$ cat src/rtl/tag_frame_assembler.sv
// tag_frame_assembler: packs decoded FM0 tag-reply bits into one frame word
// with an in-line EPC Gen2 CRC-16 check and a single-cycle result pulse.
//
// Ports:
//   clk, rst      - clock, asynchronous active-high reset
//   arm           - start-of-frame request, latches frame_len / crc_en
//   frame_len     - expected bit count, CRC included (1..MAX_BITS)
//   crc_en        - check CRC-16 residue for this frame
//   in_bit/in_vld - decoded bit and its qualifier, one bit per cycle max
//   out_data      - frame, right-aligned, first bit at [len-1]
//   out_len       - length of frame in out_data
//   out_vld       - one-cycle pulse, frame complete
//   out_crc_ok    - residue matched (or crc_en was 0), valid with out_vld
//   out_err       - one-cycle pulse, illegal arm or inter-bit timeout
//   busy          - collecting
//
// Option: define FRAME_TIMEOUT_EN to abort a frame after TIMEOUT idle
// clocks between accepted bits.

module tag_frame_assembler #(
  parameter int MAX_BITS  = 128,
  parameter int LEN_WIDTH = $clog2(MAX_BITS + 1),
  parameter int TIMEOUT   = 4096
) (
  input  logic                 clk,
  input  logic                 rst,
  input  logic                 arm,
  input  logic [LEN_WIDTH-1:0] frame_len,
  input  logic                 crc_en,
  input  logic                 in_bit,
  input  logic                 in_vld,
  output logic [MAX_BITS-1:0]  out_data,
  output logic [LEN_WIDTH-1:0] out_len,
  output logic                 out_vld,
  output logic                 out_crc_ok,
  output logic                 out_err,
  output logic                 busy
);

  typedef enum logic [1:0] {
    S_IDLE,
    S_COLLECT,
    S_DONE
  } state_t;

  localparam logic [15:0] CRC_PRESET  = 16'hFFFF;
  localparam logic [15:0] CRC_POLY    = 16'h1021;
  localparam logic [15:0] CRC_RESIDUE = 16'h1D0F;

  state_t               state_q, state_d;
  logic [MAX_BITS-1:0]  shreg_q, shreg_d;
  logic [LEN_WIDTH-1:0] cnt_q, cnt_d;
  logic [LEN_WIDTH-1:0] len_q, len_d;
  logic                 crc_en_q, crc_en_d;
  logic [15:0]          crc_q, crc_d;

  logic [MAX_BITS-1:0]  out_data_q, out_data_d;
  logic [LEN_WIDTH-1:0] out_len_q, out_len_d;
  logic                 out_vld_q, out_vld_d;
  logic                 out_crc_ok_q, out_crc_ok_d;
  logic                 out_err_q, out_err_d;
  logic                 busy_q, busy_d;

  logic                 len_ok;
  logic                 fb;
  logic [15:0]          crc_nxt;
  logic [MAX_BITS-1:0]  shreg_nxt;
  logic [LEN_WIDTH-1:0] cnt_nxt;

`ifdef FRAME_TIMEOUT_EN
  localparam int TW = $clog2(TIMEOUT + 1);
  logic [TW-1:0] tmo_q, tmo_d;
`else
  logic unused_timeout;
  assign unused_timeout = ^TIMEOUT;
`endif

  assign len_ok = (frame_len != '0) &&
                  (frame_len <= LEN_WIDTH'(MAX_BITS));

  assign fb        = crc_q[15] ^ in_bit;
  assign crc_nxt   = {crc_q[14:0], 1'b0} ^ (fb ? CRC_POLY : 16'h0);
  assign shreg_nxt = {shreg_q[MAX_BITS-2:0], in_bit};
  assign cnt_nxt   = cnt_q + 1'b1;

  always_comb begin
    state_d      = state_q;
    shreg_d      = shreg_q;
    cnt_d        = cnt_q;
    len_d        = len_q;
    crc_en_d     = crc_en_q;
    crc_d        = crc_q;
    out_data_d   = out_data_q;
    out_len_d    = out_len_q;
    out_crc_ok_d = out_crc_ok_q;
    out_vld_d    = 1'b0;
    out_err_d    = 1'b0;
`ifdef FRAME_TIMEOUT_EN
    tmo_d        = tmo_q;
`endif

    // arm outranks everything, including a bit arriving the same cycle
    if (arm) begin
      if (len_ok) begin
        state_d  = S_COLLECT;
        len_d    = frame_len;
        crc_en_d = crc_en;
        shreg_d  = '0;
        cnt_d    = '0;
        crc_d    = CRC_PRESET;
`ifdef FRAME_TIMEOUT_EN
        tmo_d    = '0;
`endif
      end else begin
        state_d   = S_IDLE;
        out_err_d = 1'b1;
      end
    end else begin
      unique case (state_q)
        S_IDLE: begin
        end
        S_COLLECT: begin
          if (in_vld) begin
            shreg_d = shreg_nxt;
            cnt_d   = cnt_nxt;
            crc_d   = crc_nxt;
`ifdef FRAME_TIMEOUT_EN
            tmo_d   = '0;
`endif
            if (cnt_nxt == len_q) begin
              state_d      = S_DONE;
              out_vld_d    = 1'b1;
              out_data_d   = shreg_nxt;
              out_len_d    = len_q;
              out_crc_ok_d = !crc_en_q ||
                             (crc_nxt == CRC_RESIDUE);
            end
          end
`ifdef FRAME_TIMEOUT_EN
          else if (tmo_q == TW'(TIMEOUT - 1)) begin
            state_d   = S_IDLE;
            out_err_d = 1'b1;
          end else begin
            tmo_d = tmo_q + 1'b1;
          end
`endif
        end
        S_DONE: begin
          state_d = S_IDLE;
        end
        default: begin
          state_d = S_IDLE;
        end
      endcase
    end

    busy_d = (state_d == S_COLLECT);
  end

  always_ff @(posedge clk or posedge rst) begin
    if (rst) begin
      state_q      <= S_IDLE;
      shreg_q      <= '0;
      cnt_q        <= '0;
      len_q        <= '0;
      crc_en_q     <= 1'b0;
      crc_q        <= CRC_PRESET;
      out_data_q   <= '0;
      out_len_q    <= '0;
      out_vld_q    <= 1'b0;
      out_crc_ok_q <= 1'b0;
      out_err_q    <= 1'b0;
      busy_q       <= 1'b0;
`ifdef FRAME_TIMEOUT_EN
      tmo_q        <= '0;
`endif
    end else begin
      state_q      <= state_d;
      shreg_q      <= shreg_d;
      cnt_q        <= cnt_d;
      len_q        <= len_d;
      crc_en_q     <= crc_en_d;
      crc_q        <= crc_d;
      out_data_q   <= out_data_d;
      out_len_q    <= out_len_d;
      out_vld_q    <= out_vld_d;
      out_crc_ok_q <= out_crc_ok_d;
      out_err_q    <= out_err_d;
      busy_q       <= busy_d;
`ifdef FRAME_TIMEOUT_EN
      tmo_q        <= tmo_d;
`endif
    end
  end

  assign out_data   = out_data_q;
  assign out_len    = out_len_q;
  assign out_vld    = out_vld_q;
  assign out_crc_ok = out_crc_ok_q;
  assign out_err    = out_err_q;
  assign busy       = busy_q;

endmodule

$ cat config.mk
export PLATFORM = sky130hd
export DESIGN_NAME = tag_frame_assembler
export DESIGN_NICKNAME = d
export VERILOG_FILES = /design/src/rtl/tag_frame_assembler.sv
export SDC_FILE = /design/constraint.sdc
export NUM_CORES = 1
export LEC_CHECK = 0
export BUFFER_PORTS_ARGS = -buffer_cell sky130_fd_sc_hd__buf_2
export CAP_MARGIN = 15
export CORE_UTILIZATION = 50
export DETAILED_ROUTE_END_ITERATION = 8
export MAX_ROUTING_LAYER = met4
export PLACE_DENSITY = 0.69
export SLEW_MARGIN = 20
export SYNTH_ARGS = -nofsm -noshare
export SYNTH_HDL_FRONTEND = slang
export SYNTH_SLANG_ARGS = --single-unit
$ cat constraint.sdc
create_clock -name clk -period 13.25 [get_ports clk]
set_clock_uncertainty 0.05 [all_clocks]
set_input_delay 3.3125 -clock clk [delete_from_list [all_inputs] [get_ports clk]]
set_output_delay 3.3125 -clock clk [all_outputs]
set_load 0.03 [all_outputs]
==> flow_metrics.env <==
export IMPL_startpoint_type="input pin"
export IMPL_vias_per_cell=5.20
export IMPL_synth_area_leaders="dfrtp_1 (58%), mux2_4 (16%), nand2_1 (8.9%)"
export IMPL_synth_warnings=0
export IMPL_cts_clk_slew_worst_paths_ns=0.06
export IMPL_grt_max_degree=148
export IMPL_cts_buffers=31
export IMPL_cp_end_kind="flop"
export IMPL_worst_r2r_setup_slack_ns=9.39
export IMPL_post_cts_buffers=0
export IMPL_clockRootBuffer="clkbuf_16"
export IMPL_routedWlPerCell_um=16.2
export IMPL_slew_headroom_pct=29.8
export IMPL_avgSynthCellArea_um2=12.1
export IMPL_crit_end="len_q[7]$_DFFE_PP0P_"
export IMPL_power_mw=1.88
export IMPL_synthCells=1027
export IMPL_fin_util_pct=58.9
export IMPL_path_cells="buf_2 > or4_1 > o21ai_0 > and3_4 > buf_4 > mux2_2"
export IMPL_async_flop_share_pct=100
export IMPL_die_h_um=160
export IMPL_cts_hold_buf=0
export IMPL_vias=7819
export IMPL_arrival_ns=6.18
export IMPL_antenna_found_initial=1
export IMPL_status="complete, no violations"
export IMPL_fmax_ghz=0.172
export IMPL_chipWidth_um=160
export IMPL_r2r_start="cnt_q[7]$_DFFE_PP0P_"
export IMPL_grt_overflow=0
export IMPL_crit_slowest_cell="buf_4"
export IMPL_crit_start="frame_len[3]"
export IMPL_start_util_pct=51.1
export IMPL_rows=57
export IMPL_netlist_area_leader_share_pct=57.6
export IMPL_antenna_left=0
export IMPL_peakVddDrop_mv=0.0765
export IMPL_maxCapViolCount=0
export IMPL_grt_pass1_vias=7672
export IMPL_slowest_delay_ns=0.83
export IMPL_cts_sinks=302
export IMPL_swShare_pct=22.7
export IMPL_power_density_mw_per_mm2=131
export IMPL_power_switching_mw=0.426
export IMPL_dieArea_mm2=0.0255
export IMPL_cp_required_ns=13.63
export IMPL_layout_nets=1170
export IMPL_synth_common_cells="nand2_1 (296), dfrtp_1 (286), o21ai_0 (152), mux2_4 (130), clkbuf_1 (49)"
export IMPL_wl_mm=24.4
export IMPL_cts_tree="built"
export IMPL_min_path_type="reg2reg"
export IMPL_synth_flop_cell="dfrtp_1"
export IMPL_rsz0062_at_grt="no"
export IMPL_reg2regPathDepth=7
export IMPL_gp_congestion=0.764
export IMPL_clockBufferDepth=3
export IMPL_finalHoldViolations=0
export IMPL_htree_num_levels=1
export IMPL_pwr_share_seq_pct=50.9
export IMPL_fin_ws_ns=7.45
export IMPL_synth_edf_count=0
export IMPL_synth_largest_area_cell="dfrtp_1"
export IMPL_worst_r2r_endpoint="out_data[68]$_DFFE_PP0P_"
export IMPL_fin_crit_sh_pct=43.8
export IMPL_combPwrFrac_pct=4.4
export IMPL_yosys_cell_count_top_type="nand2_1"
export IMPL_syn_nets=1042
export IMPL_cts_resized=0
export IMPL_critPathMaxFanout=107
export IMPL_clockPowerShare_pct=44.7
export IMPL_portBuffers=153
export IMPL_setup_viol=0
export IMPL_p_leak_nw=7.40
export IMPL_track_usage_pct=20.2
export IMPL_drive_above_1_share_pct=32.5
export IMPL_clock_latency_ns=0.56
export IMPL_place_inst=1446
export IMPL_p_int_mw=1.46
export IMPL_dpl_worst_slack_ns=6.91
export IMPL_drtPass1Iterations=7
export IMPL_crit_type="in2reg"
export IMPL_ys_types=44
export IMPL_drc=0
export IMPL_fillers=1934
export IMPL_ys_ff_latch=302
export IMPL_coreArea_mm2=0.0243
export IMPL_grt_pass1_wl_mm=41.3
export IMPL_ios=154
export IMPL_drt_iter0_drc=621
export IMPL_syn_area_mm2=0.0124
export IMPL_layout_min_cycle_time_ns=5.80
export IMPL_area_delta_synth_final_pct=15.3
export IMPL_seq_area_frac_synth_pct=61.0
export IMPL_setup_tns_ns=0
export IMPL_final_cells=1505
export IMPL_max_slew_worst_pin_slew_ns=1.05
export IMPL_hpwl_mm=14.3
export IMPL_slew_violations=0
## worst min-delay path by stage
stage                     cells after the start                 start                     to  slack (ns)
after global placement                        2  crc_q[9]$_DFFE_PP1P_  crc_q[10]$_DFFE_PP1P_        0.40
after detailed placement                      2  crc_q[0]$_DFFE_PP1P_   crc_q[1]$_DFFE_PP1P_        0.40
final                                         2  crc_q[3]$_DFFE_PP1P_   crc_q[4]$_DFFE_PP1P_        0.40
after CTS                                     2  crc_q[3]$_DFFE_PP1P_   crc_q[4]$_DFFE_PP1P_        0.40
after floorplan                               2  crc_q[3]$_DFFE_PP1P_   crc_q[4]$_DFFE_PP1P_        0.39
after global routing                          2  crc_q[3]$_DFFE_PP1P_   crc_q[4]$_DFFE_PP1P_        0.42
## worst max-delay path, delay by kind of cell
family	cells	cell delay, ns
mux	1	0.41
simple gates	2	1.08
compound gates	1	0.30
buf+inv	2	0.95
## power by group through the flow
| stage | combinational [mW] | clock (mW) | sequential, mW |
|---|---|---|---|
| CTS | 0.0839 | 0.861 | 0.958 |
| global route | 0.0936 | 0.899 | 0.960 |
| floorplan | 0.0586 | 0 | 0.974 |
| finish | 0.0822 | 0.842 | 0.958 |
| global placement | 0.0820 | 0 | 0.974 |
| detailed placement | 0.0835 | 0 | 0.974 |
## state kept, by name (all words and copies together), names as in the netlist
name        count
busy            1
out_len         8
out_vld         1
crc_q          16
cnt_q           8
out_data      128
out_err         1
len_q           8
state_q         2
out_crc_ok      1
shreg_q       127
crc_en_q        1
## final cells by class
cell class | instances | area [µm²] | area share (%)
Sequential cell | 302 | 7580 | 52.9
Multi-Input combinational cell | 658 | 4490 | 31.4
Clock buffer | 44 | 895 | 6.25
Timing Repair Buffer | 161 | 830 | 5.79
Tap cell | 324 | 405 | 2.83
Clock inverter | 14 | 101 | 0.708
Inverter | 1 | 16.3 | 0.114
Antenna cell | 1 | 2.50 | 0.0175
## cell families (layout without fill, tap and decap cells)
kind of cell	count (synthesis)	count (layout)	share of synthesized area [%]
compound gates	169	169	7.15
flops	302	302	61.0
mux	146	146	17.2
simple gates	328	328	10.7
xor+xnor	14	14	0.988
other cells	0	1	0
buf+inv	67	220	2.91
fa+ha+maj	1	1	0.101
## metrics by stage
step | hold slack (ns) | instance area (µm²)
2_1_floorplan | 0.387 | 12400
3_3_place_gp | 0.398 | 13300
3_5_place_dp | 0.403 | 13300
4_1_cts | 0.400 | 14300
5_1_grt | 0.423 | 14300
6_report | 0.401 | 14300
## cells in the final DEF, fill, tap and decap left out, types with 2 or more instances in the layout
cell / netlist / layout
clkinv_2: 0 / 11
xnor2_1: 9 / 9
xor2_1: 5 / 5
nand2_1: 296 / 295
nor4b_1: 2 / 2
mux2_2: 16 / 16
o21ai_0: 152 / 152
dfrtp_1: 286 / 286
or3_1: 2 / 2
nand3_1: 2 / 2
mux2_4: 130 / 130
nor3b_1: 2 / 2
buf_2: 1 / 153
clkbuf_16: 0 / 31
a2111oi_0: 2 / 2
nor3_1: 3 / 3
a211oi_1: 2 / 2
clkbuf_8: 0 / 7
dfstp_2: 16 / 16
clkbuf_1: 49 / 6
o31ai_1: 2 / 2
nor2_1: 6 / 6
o21bai_1: 2 / 2
and3_1: 3 / 2
buf_4: 1 / 7
a21oi_1: 3 / 3
## routing by layer
layer | share of wire, % | GRT usage (%)
met1 | 48 | 29.1
met2 | 46 | 30.2
met3 | 4.1 | 2.76
met4 | 2.2 | 5.51
met5 | 0 | -
No activity file was read; power rests on OpenSTA's default activity.
